[config.mk]
export PLATFORM = sky130hd
export DESIGN_NAME = image_frame_unpacker
export DESIGN_NICKNAME = d
export VERILOG_FILES = /design/src/rtl/image_frame_unpacker.sv
export SDC_FILE = /design/constraint.sdc
export NUM_CORES = 1
export LEC_CHECK = 0
export ABC_AREA = 1
export CAP_MARGIN = 5
export CORE_UTILIZATION = 41
export DETAILED_ROUTE_END_ITERATION = 10
export DONT_BUFFER_PORTS = 1
export PLACE_DENSITY = 0.57
export SLEW_MARGIN = 20
export SYNTH_ARGS = -nofsm -noshare
export SYNTH_HDL_FRONTEND = slang
export SYNTH_SLANG_ARGS = --single-unit
[constraint.sdc]
create_clock -name clock -period 5 [get_ports clock]
set_clock_uncertainty 0.1 [all_clocks]
set_input_delay 1.25 -clock clock [delete_from_list [all_inputs] [get_ports clock]]
set_output_delay 1.25 -clock clock [all_outputs]
set_load 0.02 [all_outputs]
[src/rtl/image_frame_unpacker.sv]
// Unpacks PIX_PER_WORD-pixel words into a one-pixel-per-cycle stream for a rows x cols frame.
// Define IMAGE_FRAME_UNPACKER_COORD_EN to get live pix_x/pix_y counters; otherwise they are tied to 0.
module image_frame_unpacker #(
  parameter int PIX_W        = 8,
  parameter int PIX_PER_WORD = 8,
  parameter int DIM_W        = 16
) (
  input  logic                          clock,
  input  logic                          reset,
  input  logic                          start,
  input  logic [DIM_W-1:0]              rows,
  input  logic [DIM_W-1:0]              cols,
  input  logic                          in_valid,
  output logic                          in_ready,
  input  logic [PIX_W*PIX_PER_WORD-1:0] in_data,
  output logic                          pix_valid,
  input  logic                          pix_ready,
  output logic [PIX_W-1:0]              pix_data,
  output logic [DIM_W-1:0]              pix_x,
  output logic [DIM_W-1:0]              pix_y,
  output logic                          busy,
  output logic                          frame_done
);

  localparam int TOT_W  = 2 * DIM_W;
  localparam int WORD_W = PIX_W * PIX_PER_WORD;
  localparam int LEFT_W = $clog2(PIX_PER_WORD + 1);

  typedef enum logic [1:0] {IDLE, RUN, DONE} state_t;

  state_t             state_reg, state_next;
  logic [TOT_W-1:0]   total;
  logic [TOT_W-1:0]   load_rem_reg;   // pixels not yet loaded into the holding register
  logic [TOT_W-1:0]   out_rem_reg;    // pixels not yet transferred downstream
  logic [WORD_W-1:0]  hold_reg;
  logic [WORD_W-1:0]  hold_shifted;
  logic [LEFT_W-1:0]  left_reg;
  logic [LEFT_W-1:0]  word_left;
  logic               run_st;
  logic               pix_xfer;
  logic               word_acc;
  logic               last_xfer;

  assign total     = TOT_W'(rows) * TOT_W'(cols);
  assign run_st    = (state_reg == RUN);
  assign pix_xfer  = run_st && (left_reg != '0) && pix_ready;
  assign word_acc  = in_valid && in_ready;
  assign last_xfer = pix_xfer && (out_rem_reg == TOT_W'(1));
  // Only the pixels still owed by the frame count; the rest of the final word is dropped.
  assign word_left = (load_rem_reg >= TOT_W'(PIX_PER_WORD)) ? LEFT_W'(PIX_PER_WORD)
                                                            : load_rem_reg[LEFT_W-1:0];

  genvar gi;
  generate
    for (gi = 0; gi < PIX_PER_WORD; gi++) begin : g_lane
      if (gi < PIX_PER_WORD - 1) begin : g_mid
        assign hold_shifted[gi*PIX_W +: PIX_W] = hold_reg[(gi+1)*PIX_W +: PIX_W];
      end else begin : g_top
        assign hold_shifted[gi*PIX_W +: PIX_W] = '0;
      end
    end
  endgenerate

  always_ff @(posedge clock or posedge reset) begin
    if (reset) state_reg <= IDLE;
    else       state_reg <= state_next;
  end

  always_comb begin
    state_next = state_reg;
    case (state_reg)
      IDLE:    if (start) state_next = (total != '0) ? RUN : DONE;
      RUN:     if (last_xfer) state_next = DONE;
      DONE:    state_next = IDLE;
      default: state_next = IDLE;
    endcase
  end

  // Refill the holding register in the same cycle its last pixel leaves.
  always_comb begin
    in_ready   = run_st && (load_rem_reg != '0) &&
                 ((left_reg == '0) || ((left_reg == LEFT_W'(1)) && pix_xfer));
    pix_valid  = run_st && (left_reg != '0);
    busy       = (state_reg == RUN) || (state_reg == DONE);
    frame_done = (state_reg == DONE);
  end

  always_ff @(posedge clock or posedge reset) begin
    if (reset) begin
      load_rem_reg <= '0;
      out_rem_reg  <= '0;
      hold_reg     <= '0;
      left_reg     <= '0;
    end else if ((state_reg == IDLE) && start) begin
      load_rem_reg <= total;
      out_rem_reg  <= total;
      hold_reg     <= '0;
      left_reg     <= '0;
    end else begin
      if (word_acc) begin
        hold_reg     <= in_data;
        left_reg     <= word_left;
        load_rem_reg <= load_rem_reg - TOT_W'(word_left);
      end else if (pix_xfer) begin
        hold_reg <= hold_shifted;
        left_reg <= left_reg - LEFT_W'(1);
      end
      if (pix_xfer) out_rem_reg <= out_rem_reg - TOT_W'(1);
    end
  end

  assign pix_data = hold_reg[PIX_W-1:0];

`ifdef IMAGE_FRAME_UNPACKER_COORD_EN
  logic [DIM_W-1:0] cols_reg, x_reg, y_reg;

  always_ff @(posedge clock or posedge reset) begin
    if (reset) begin
      cols_reg <= '0;
      x_reg    <= '0;
      y_reg    <= '0;
    end else if ((state_reg == IDLE) && start) begin
      cols_reg <= cols;
      x_reg    <= '0;
      y_reg    <= '0;
    end else if (pix_xfer) begin
      if (x_reg == cols_reg - DIM_W'(1)) begin
        x_reg <= '0;
        y_reg <= y_reg + DIM_W'(1);
      end else begin
        x_reg <= x_reg + DIM_W'(1);
      end
    end
  end

  assign pix_x = x_reg;
  assign pix_y = y_reg;
`else
  assign pix_x = '0;
  assign pix_y = '0;
`endif

endmodule

==> impl_metrics.tcl <==
set metrics [dict create \
    min_to "hold_reg[57]$_DFFE_PP0P_" \
    synth_edf_count 0 \
    clockBufferDepth 2 \
    ant_nets 0 \
    drtIter0Drc 1117 \
    root_buffer "clkbuf_16" \
    via_per_inst 5.00 \
    cts.sinks 134 \
    required_ns 5.22 \
    grt_pass1_vias 15449 \
    cts_hold_buf 0 \
    setup_violations 50 \
    finalCritPeriodShare 1.16 \
    seq_area_frac_synth 0.191 \
    largest_reg_flops 64 \
    rsz0062_at_grt "true" \
    globalplace.congestion 0.923 \
    tightest_slew_ns 0.817 \
    path_buf_inv 3 \
    htreeDepth 4 \
    drive_above_1_share 0.181 \
    synthAdderAreaFrac 0.300 \
    antenna_cells 0 \
    final_nets 2880 \
    grt_pass1_wl_um 80100 \
    firstDrtPassIters 5 \
    drt-total-wl_um 48000 \
    cap_violations 0 \
    cp_max_fo 16 \
    min_period_ns 5.80 \
    dieArea_um2 43700 \
    slew_headroom 0.449 \
    finalHoldViolCount 0 \
    synth-simple-area-share 0.248 \
    floorplan.die.width_um 209 \
    crit_arrival_ns 6.02 \
    core_um2 42100 \
    synth.most_common_cell "nand2_1" \
    crit_slowest_cell "fa_1" \
    hold_ws_ns 0.415 \
    cp-end-kind "flop" \
    startpoint_type "input port" \
    criticalPathCategory "in2reg" \
    rows 75 \
    reg2reg_from "state_reg[1]$_DFFE_PP0P_" \
    clk_pin_slew_ns 0.06 \
    crit_path_cell_trace "nand2_8 -> fa_1 -> fa_1 -> fa_2 -> fa_1 -> fa_1 -> fa_1 -> inv_2 -> ha_4 -> nand2_4 -> nor2_4 -> buf_6 -> nand2_2 -> nor2_2 -> nand2_2 -> buf_4 -> nand3_1 -> nand2_2 -> nand2_1 -> nor2_1 -> nand2_1 -> nor2_2 -> nand4_1 -> nand2_1" \
    drc 0 \
    dp_hpwl_um 37700 \
    cpLargestDelayFamily "adder cells" \
    portBuffers 0 \
    slew_violations 0 \
    clock.fmax_mhz 172 \
    via_count 15138 \
    synth_top_area_cell "fa_1" \
    hold_depth 2 \
    setup_slack_ns -0.798 \
    synthesis.area_um2 17600 \
    overflow 0 \
    ios 145 \
    synth_compound_area_frac 0.0890 \
    grt_max_degree 77 \
    synth_mux_area_frac 0 \
    r2r_slack_ns 1.42 \
    clk_latency_ns 0.43 \
    violations "setup timing" \
    synth_cell_types 48 \
    synth_top_cells_by_area "fa_1 (22%), dfrtp_1 (19%), nand2_1 (16%)" \
    synth_top_area_frac 0.221 \
    syn_inst 2467 \
    slowest_delay_ns 0.57 \
    antenna_found_initial 0 \
    cts_made_buffers 17 \
    grt_util_all_layers 0.229 \
    synth_common_cells "nand2_1 (739), inv_1 (514), fa_1 (194)" \
    synth_xor_area_frac 0.0134 \
    wl_per_cell_um 15.9 \
    cts_tree "built" \
    worstRegToRegCells 13 \
    ys.warnings.count 0 \
    ys_ff_latch 134 \
    worstReg2RegEnd "hold_reg[22]$_DFFE_PP0P_" \
    die_h_um 209 \
    min_path_type "reg2reg" \
    hp-start "hold_reg[57]$_DFFE_PP0P_" \
    status "finished with violations" \
    initial_core_util 0.418 \
    area.growth.synth_to_final_pct 16.3 \
    synth_top_family_by_area "adder cells" \
    critPathMostFrequentCell "fa_1" \
    synthFlopType "dfrtp_1" \
    avgSynthCellArea_um2 7.13 \
    async_flop_share 1.00 \
]
-- worst min-delay path, cell delays in order (launching register included) --
cell     delay, ns
dfrtp_1       0.32
inv_1         0.05
o21ai_2       0.12
-- cell type report --
class	instances	area, um^2
fillers	4195	21700
multi-input cells	1698	13000
flip-flops and latches	134	3350
inverters	520	1970
repair buffers	102	876
well taps	539	674
clock buffers	17	425
clock inverters	15	158
-- through the flow --
step	cells	TNS, ns	cell area (um^2)	setup WS [ns]	utilization
after global placement	2984	-52.34	18800	-1.28	0.445
after global routing	3025	-35.08	20500	-1.02	0.486
after detailed placement	2984	-54.12	18800	-1.33	0.445
after CTS	3021	-25.85	19900	-0.770	0.472
after floorplan	2498	-42.69	18800	-1.19	-
final	3025	-26.94	20500	-0.798	0.486
-- placed cells by master, fill, tap and decap left out, drive strengths merged, types with 4 or more instances in the layout --
master	n
o211ai	22
a22o	9
nor3	10
nor2	161
inv	529
buf	102
nand4	25
clkbuf	17
xor2	17
dfrtp	134
xnor2	10
clkinv	4
o311ai	6
a31oi	14
nand3	105
a21oi	40
nand2	747
fa	194
conb	33
ha	112
or2	5
and2	10
o21ai	162
-- metal layers --
metal	global-route usage	vias up	wire length, um
li1	-	7385	-
met1	0.321	7334	22200
met2	0.380	368	22700
met3	0.0286	51	2440
met4	0.0434	0	697
met5	0	-	0
-- how the worst max path moves through the flow --
stage	startpoint	to	slack [ns]	cells after the start
after floorplan	cols[15]	state_reg[0]$_DFFE_PP0P_	-1.19	25
after global placement	rows[14]	state_reg[0]$_DFFE_PP0P_	-1.28	25
after detailed placement	rows[3]	load_rem_reg[28]$_DFFE_PP0P_	-1.33	23
after CTS	cols[4]	state_reg[0]$_DFFE_PP0P_	-0.77	25
after global routing	rows[13]	state_reg[0]$_DFFE_PP0P_	-1.02	25
final	cols[1]	state_reg[1]$_DFFE_PP0P_	-0.80	24
-- cell families (layout without fill, tap and decap cells) --
family | after synthesis | in the layout
DFF | 134 | 134
xor gates and xnor gates | 27 | 27
adders and majority gates | 306 | 306
other | 2 | 33
buffers and inverters | 666 | 654
AOI/OAI and AO/OA | 265 | 265
and+or+nand+nor | 1067 | 1067
-- repair_timing --
action	CTS	global route
setup endpoints to repair	50	52
buffers inserted	10	8
gates resized for setup	141	143
pin swaps	74	94
Power is left out: the tool's default activity adds up to more than one toggle a clock period on the data nets, which glitch-free logic cannot reach.
